## src/rtl/regfile_dump_streamer.sv

```systemverilog
// Debug read-out engine: walks register-file entries first_reg..last_reg and streams them out.
// Optional REGDUMP_SKIP_ZERO_EN: zero-valued registers are skipped instead of emitted.
module regfile_dump_streamer #(
  parameter int DATA_WIDTH = 64,
  parameter int ADDR_WIDTH = 5
) (
  input  logic                  clock,
  input  logic                  reset,
  input  logic                  start,
  input  logic [ADDR_WIDTH-1:0] first_reg,
  input  logic [ADDR_WIDTH-1:0] last_reg,
  output logic [ADDR_WIDTH-1:0] rf_addr,
  input  logic [DATA_WIDTH-1:0] rf_data,
  output logic                  out_valid,
  input  logic                  out_ready,
  output logic [DATA_WIDTH-1:0] out_data,
  output logic [ADDR_WIDTH-1:0] out_index,
  output logic                  out_last,
  output logic                  busy,
  output logic                  done
);

  localparam logic [1:0] IDLE = 2'd0;
  localparam logic [1:0] READ = 2'd1;
  localparam logic [1:0] SEND = 2'd2;
  localparam logic [1:0] FIN  = 2'd3;

  logic [1:0]            state;
  logic [ADDR_WIDTH-1:0] cur;
  logic [ADDR_WIDTH-1:0] end_idx;
  logic                  at_end;
  logic                  skip_word;

  assign at_end = (cur == end_idx);

`ifdef REGDUMP_SKIP_ZERO_EN
  assign skip_word = (rf_data == '0);
`else
  assign skip_word = 1'b0;
`endif

  // The read port always points at the walk cursor; it is only meaningful during READ.
  always_ff @(posedge clock or posedge reset) begin
    if (reset) begin
      state     <= IDLE;
      cur       <= '0;
      end_idx   <= '0;
      out_data  <= '0;
      out_index <= '0;
      out_last  <= 1'b0;
    end else begin
      case (state)
        IDLE: begin
          if (start) begin
            cur     <= first_reg;
            end_idx <= last_reg;
            state   <= READ;
          end
        end
        READ: begin
          if (skip_word) begin
            if (at_end) begin
              state <= FIN;
            end else begin
              cur <= cur + 1'b1;
            end
          end else begin
            out_data  <= rf_data;
            out_index <= cur;
            out_last  <= at_end;
            state     <= SEND;
          end
        end
        SEND: begin
          // Cursor increment wraps naturally at the top of the register file.
          if (out_ready) begin
            if (out_last) begin
              state <= FIN;
            end else begin
              cur   <= cur + 1'b1;
              state <= READ;
            end
          end
        end
        FIN: begin
          state <= IDLE;
        end
        default: begin
          state <= IDLE;
        end
      endcase
    end
  end

  assign rf_addr   = cur;
  assign out_valid = (state == SEND);
  assign busy      = (state != IDLE);
  assign done      = (state == FIN);

endmodule

```

## config.mk

```make
export PLATFORM = sky130hd
export DESIGN_NAME = regfile_dump_streamer
export DESIGN_NICKNAME = d
export VERILOG_FILES = /design/src/rtl/regfile_dump_streamer.sv
export SDC_FILE = /design/constraint.sdc
export NUM_CORES = 1
export LEC_CHECK = 0
export CAP_MARGIN = 0
export CORE_UTILIZATION = 37
export CTS_CLUSTER_DIAMETER = 120
export DETAILED_ROUTE_END_ITERATION = 10
export HOLD_SLACK_MARGIN = 0.12
export PLACE_DENSITY = 0.85
export SYNTH_ARGS = -nofsm -noshare
export SYNTH_HDL_FRONTEND = slang
export SYNTH_SLANG_ARGS = --single-unit
```

## constraint.sdc

```tcl
create_clock -name clock -period 2.7 [get_ports clock]
set_clock_uncertainty 0.05 [all_clocks]
set_input_delay 0.675 -clock clock [delete_from_list [all_inputs] [get_ports clock]]
set_output_delay 0.675 -clock clock [all_outputs]
set_load 0.05 [all_outputs]
```

; ---- Word level (Yosys, flattened, before mapping)
; Cells that the tools add are included.
[classes]
add_sub_neg = 1
multipliers = 0
n_div = 0
order_cmp = 0
eq_ne = 7
shifts = 0
muxes = 8
bitwise = 0
n_reduce_logical = 6
[ops]
columns = op, count
row1 = 2-to-1 mux 5 bit, 3
row2 = one-hot mux 5 bit (2 select lines), 1
row3 = one-hot mux 2 bit (4 select lines), 1
row4 = 2-to-1 mux 2 bit, 3
row5 = adder 5 x 1 -> 5 bit (second input constant), 1
row6 = == test 5 bit, 1
row7 = == test 2 bit (second input constant), 2
row8 = != test 2 bit (second input constant), 2
row9 = AND reduction 2 bit, 2
row10 = AND reduction 4 bit, 1
row11 = nonzero test 2 bit, 2
row12 = == test 2 x 1 -> 1 bit (second input constant), 1
row13 = zero test 2 bit, 1
row14 = != test 2 x 1 -> 1 bit (second input constant), 1
[word_totals]
reg_bits = 82
latchBits = 0
ram_bits = 0
romBits = 0
in_bits = 78
output_inout_bits = 78
word_cells = 28
n_memories = 0

; ---- Logic depth before layout (Yosys ltp)
; Gate-level depths: netlist (run 1).
[logic_depth]
depth_word = 4
depth_mapped = 5

; ---- Least setup slack after synthesis (run 1)
; Ideal clock, no wire load.
[synth_timing]
path_kind = reg2out
from = register state[0]
to = output port out_valid
arrival_ns = 1.058
setup_slack_ns = 0.917
stages_incl_launch_ff = 4
n_path_buf = 1
cell_sequence = dfrtp_1 -> nand2b_1 -> buf_6 -> inv_1
[synth_between]
elab_chain_len = 1
[synth_lines]
columns = item, line
row1 = from (decl), 28  ; logic [1:0] state;
row2 = from (signal assigned), 45  ; state <= IDLE;
row3 = from (signal assigned), 57  ; state <= READ;
row4 = from (signal assigned), 63  ; state <= FIN;
row5 = == test 2 bit, 96  ; assign out_valid = (state == SEND);
row6 = to (decl), 14  ; output logic out_valid,
; Every way passes these cells.

; ---- Final worst setup path (run 1)
[layout_timing]
from = register state[0]
to = output port busy
[layout_between]
elab_chain_len = 1
[layout_lines]
columns = item, line
row1 = nonzero test 2 bit, 97  ; assign busy = (state != IDLE);
row2 = to (decl), 19  ; output logic busy,
; Every way passes these cells.

==> flow_summary.json, run 1 <==
{
  "status": "complete, no violations",
  "synth_compound_area_share_pct": 3.29,
  "cts_hold_buf": 0,
  "cts.path.max_buffers": 2,
  "synthSimpleGateAreaFrac_pct": 3.51,
  "slew_headroom_pct": 64.2,
  "postSynthAreaPerCell_sq_um": 16.1,
  "clock-sinks": 82,
  "grt_pass1_vias": 2511,
  "seq_area_frac_synth_pct": 61.9,
  "dp_cells": 463,
  "avgViaCountPerCell": 4.90,
  "ys_ff_latch": 82,
  "grt_overflow_total": 0,
  "netlist_area_sq_um": 3310,
  "slew_violations": 0,
  "worstPathMaxFanout": 9,
  "dpl_cell_area_sq_um": 4950,
  "coreArea_sq_um": 8680,
  "synthXorXnorAreaFrac_pct": 1.32,
  "tightestPinTransition_ps": 535,
  "synth_top_family_by_area": "multiplexers",
  "multi_input_area_sq_um": 1160,
  "synth_nets": 285,
  "path_cells": "or2_2 > clkdlybuf4s50_1",
  "synth_edf_count": 0,
  "antenna_found_initial": 0,
  "h-tree-depth": 3,
  "finalSetupViolations": 0,
  "grt_pass1_wl_um": 12900,
  "ctsResizeCount": 0,
  "drive_above_1_share_pct": 10.5,
  "cts_root_buf": "clkbuf_8",
  "ios": 156,
  "antenna_left": 0,
  "die_h_um": 96.6,
  "post-route-cell-area_sq_um": 5130,
  "cts_setup_buffers": 0,
  "synth_adder_area_share_pct": 0.378,
  "drt_iter0_markers": 32,
  "path_class": "reg -> out",
  "routed_wl_um": 7640,
  "fill_cells": 710,
  "synthFlopType": "dfrtp_1",
  "arrival_ps": 1860,
  "cpMaxStageDelayCell": "clkdlybuf4s50_1",
  "gp_congestion": 0.815,
  "worst-endpoint-required_ps": 1980,
  "n_antenna_cell": 0,
  "fin_nets": 445,
  "first_pass_iters": 4,
  "endpoint_kind": "primary output",
  "utilization_pct": 59.2,
  "clk_pin_slew_ps": 80,
  "finalHoldViolCount": 0,
  "row_count": 34,
  "clock_latency_ps": 340,
  "track_usage_pct": 17.4,
  "grt_max_degree": 44,
  "post-route-period-util_pct": 95.8,
  "tns_ps": 0,
  "initial_utilization_pct": 38.2,
  "route.vias.total": 2349,
  "synthToLayoutAreaGrowth_pct": 55.0,
  "yosysWarnings": 0,
  "drc_errors": 0,
  "regArea_sq_um": 2050,
  "portBuffers": 155,
  "min_path_type": "reg -> reg",
  "dieArea_sq_um": 9340,
  "rsz0062_at_grt": "no",
  "wl_per_cell_um": 15.9,
  "finalNonFillerCells": 479,
  "ys_async_sr_fraction_pct": 100,
  "synthMuxAreaShare_pct": 26.2,
  "fmax_mhz": 387,
  "cap_violations": 0,
  "synth.distinct_cells": 32,
  "cts_buffers": 9,
  "max_stage_delay_ps": 700,
  "cp-start-kind": "flop",
  "syn_inst": 206,
  "cts_tree": "built",
  "dp_hpwl_um": 5790,
  "layout_min_cycle_time_ps": 2590,
  "die_w_um": 96.6
}
==> cells by family after synthesis <==
| kind of cell | after synthesis |
|---|---|
| AND/OR/NAND/NOR | 15 |
| multiplexers | 77 |
| flip-flops | 82 |
| adder cells (fa/ha/maj) | 1 |
| XOR/XNOR | 5 |
| AO/OA/AOI/OAI | 14 |
| buffers and inverters | 12 |
==> state kept, by name, indices dropped and copies added, names as in the netlist <==
register / cells
out_data: 64
state: 2
out_index: 5
end_idx: 5
out_last: 1
rf_addr: 5
==> critical path, delay by kind of cell, from the launching register on <==
kind	cells	cell delay [ps]
buf+inv	1	700
flops	1	490
simple gates	1	330
==> per-stage QoR <==
stage               hold WS, ps  setup slack [ps]
global route                463              35.8
finish                      443               113
floorplan                   451               917
detailed placement          430               499
global placement            422               498
CTS                         450               102
==> cell usage after synthesis, types with 2 or more instances <==
library cell  instances  area (sq um)
o2bb2ai_1             3          26.3
xnor2_1               3          26.3
and3_1                2          12.5
mux2_2                8          90.1
dfrtp_1              82          2050
o22ai_1               4          25.0
buf_6                 8          90.1
mux2_1               67           754
inv_1                 2          7.51
a22oi_1               2          15.0
xor2_1                2          17.5
nand2b_1              2          12.5
nor3b_1               2          15.0
==> cell type report <==
| cell class | instances | share of cell area [%] |
|---|---|---|
| tap | 108 | 2.63 |
| multi-input combinational | 112 | 22.6 |
| timing repair buffer | 159 | 31.0 |
| clock buffer | 10 | 2.68 |
| inverter | 2 | 0.219 |
| clock inverter | 6 | 0.950 |
| sequential | 82 | 40.0 |
==> layout by cell type (no fill, tap or decap), drive strengths merged <==
master / count
ha: 1
clkbuf: 10
dfrtp: 82
and3: 2
a21oi: 1
o41ai: 1
nand2: 1
a2bb2oi: 1
mux2: 76
a21o: 1
o2bb2ai: 3
o21ai: 1
o22ai: 4
and2: 1
a22oi: 2
xor2: 2
buf: 5
mux2i: 1
and4bb: 2
nand2b: 2
clkdlybuf4s50: 154
xnor2: 3
nor2b: 1
clkinvlp: 4
or2: 1
inv: 4
nand3: 1
nor2: 1
nor3b: 3
==> path summary, 6_finish.rpt <==
| path | from | endpoint | slack, ps | cells past startpoint |
|---|---|---|---|---|
| max | state[0]$_DFFE_PP0P_ | busy | 110 | 2 |
| max reg2reg | state[1]$_DFFE_PP0P_ | out_data[6]$_DFFE_PP0N_ | 920 | 3 |
| min | out_index[4]$_DFFE_PP0N_ | out_index[4]$_DFFE_PP0N_ | 440 | 1 |
| min reg2reg | out_index[4]$_DFFE_PP0N_ | out_index[4]$_DFFE_PP0N_ | 440 | 1 |
| max in group asynchronous | reset | out_data[41]$_DFFE_PP0N_ | 1350 | 3 |
| min in group asynchronous | reset | out_data[53]$_DFFE_PP0N_ | 530 | 2 |
==> layer usage <==
metal  vias up  global-route usage [%]  wire length, um
met3        12                    5.13              509
li1       1060                       -                -
met4         0                    5.86              119
met5         -                       0                0
met1      1167                    21.6             3190
met2       110                    28.9             3820
Power of run 1 is left out: the tool's default activity adds up to more than one toggle a clock period on the data nets, which glitch-free logic cannot reach.
==> run 2, diff against run 1 <==
--- a/config.mk
+++ b/config.mk
@@ -11,6 +11,7 @@
 export DETAILED_ROUTE_END_ITERATION = 10
 export HOLD_SLACK_MARGIN = 0.12
 export PLACE_DENSITY = 0.85
+export REMOVE_ABC_BUFFERS = 1
 export SYNTH_ARGS = -nofsm -noshare
 export SYNTH_HDL_FRONTEND = slang
 export SYNTH_SLANG_ARGS = --single-unit
==> flow_summary.json, run 2 (same netlist as run 1, synthesis figures left out) <==
{
  "wl_per_cell_um": 15.3,
  "r2r_start": "state[1]$_DFFE_PP0P_",
  "status": "complete, no violations",
  "ctsResizeCount": 0,
  "antenna_left": 0,
  "portBuffers": 155,
  "grt_pass1_vias": 2443,
  "layout_min_cycle_time_ps": 2560,
  "largest_register": "out_data",
  "initial_utilization_pct": 38.2,
  "endpoint_kind": "primary output",
  "antenna_found_initial": 0,
  "finalHoldViolCount": 0,
  "clock-sinks": 82,
  "gp_congestion": 0.811,
  "cts_tree": "built",
  "fmax_mhz": 391,
  "hold-path-endpoint": "out_data[14]$_DFFE_PP0N_",
  "drc_errors": 0,
  "fill_cells": 689,
  "routed_wl_um": 7330,
  "rr_worst_depth": 2,
  "final_cell_mix": "clkdlybuf4s50_1, dfrtp_1, mux2_1",
  "path_class": "reg -> out",
  "die_w_um": 96.6,
  "dpl_cell_area_sq_um": 4940,
  "grt_max_degree": 73,
  "clk_pin_slew_ps": 80,
  "finalSetupViolations": 0,
  "fin_nets": 444,
  "cts_setup_buffers": 0,
  "cts_hold_buf": 0,
  "r2r_end": "out_data[6]$_DFFE_PP0N_",
  "h-tree-depth": 3,
  "hp-start": "out_data[14]$_DFFE_PP0N_",
  "min_path_type": "reg -> reg",
  "slew_violations": 0,
  "grt_pass1_wl_um": 12100,
  "coreArea_sq_um": 8680,
  "largest_register_ffs": 64,
  "cts_buffers": 9,
  "post-route-cell-area_sq_um": 5180,
  "regArea_sq_um": 2050,
  "clock_latency_ps": 330,
  "synthToLayoutAreaGrowth_pct": 56.2,
  "tightestPinTransition_ps": 967,
  "cap_violations": 0,
  "dieArea_sq_um": 9340,
  "first_pass_iters": 4,
  "dp_hpwl_um": 5410,
  "ios": 156,
  "cp-start-kind": "flop",
  "grt_overflow_total": 0,
  "utilization_pct": 59.6,
  "post-route-period-util_pct": 94.7,
  "rsz0062_at_grt": "no",
  "die_h_um": 96.6,
  "track_usage_pct": 16.1,
  "route.vias.total": 2310,
  "ff2ff_setup_slack_ps": 780,
  "n_antenna_cell": 0,
  "cts.path.max_buffers": 2,
  "avgViaCountPerCell": 4.83,
  "drt_iter0_markers": 37,
  "worstPathMaxFanout": 9,
  "tns_ps": 0,
  "min_delay_path_depth": 1,
  "layout_commonest_cell": "clkdlybuf4s50_1",
  "worst-endpoint-required_ps": 1980,
  "slew_headroom_pct": 35.5,
  "cts_root_buf": "clkbuf_8",
  "arrival_ps": 1830,
  "whs_ps": 441,
  "row_count": 34,
  "multi_input_area_sq_um": 1160,
  "drive_above_1_share_pct": 10.3
}
[run 2: cell count changes in the layout (fill, tap and decap cells not counted), sizes merged]
cell / previous run / this run
bufinv: 0 / 2
inv: 4 / 1
clkbuf: 10 / 12
clkinv: 0 / 2
buf: 5 / 4
clkinvlp: 4 / 1
[run 2: worst max-delay path by stage]
stage | slack (ps) | startpoint | end
global route | 70 | state[0]$_DFFE_PP0P_ | busy
CTS | 110 | state[0]$_DFFE_PP0P_ | busy
floorplan | -210 | state[1]$_DFFE_PP0P_ | out_data[59]$_DFFE_PP0N_
finish | 140 | state[0]$_DFFE_PP0P_ | busy
detailed placement | 490 | state[0]$_DFFE_PP0P_ | busy
global placement | 510 | state[0]$_DFFE_PP0P_ | busy
[run 2: metrics by stage]
step	worst slack (ps)	std cells
finish	142	478
global route	68.6	478
CTS	115	478
detailed placement	493	462
global placement	507	462
floorplan	-212	196
[run 2: metal layers]
metal / GRT usage (%) / wire length [um] / vias to the layer above
li1: - / - / 1056
met1: 19.6 / 3070 / 1124
met2: 27.2 / 3610 / 116
met3: 4.99 / 535 / 14
met4: 5.17 / 119 / 0
met5: 0 / 0 / -
[run 2: layout make-up]
cell class / instances / share of cell area [%]
Multi-Input combinational cell: 112 / 22.4
Timing Repair Buffer: 158 / 30.6
Inverter: 2 / 0.169
Sequential cell: 82 / 39.6
Tap cell: 108 / 2.61
Clock buffer: 12 / 3.19
Clock inverter: 4 / 1.40
[run 2: critical path, cell delays in order, from the launching register on]
cell	delay (ps)
dfrtp_1	480
or2_2	320
clkdlybuf4s50_1	700
Power of run 2 is left out for the same reason.
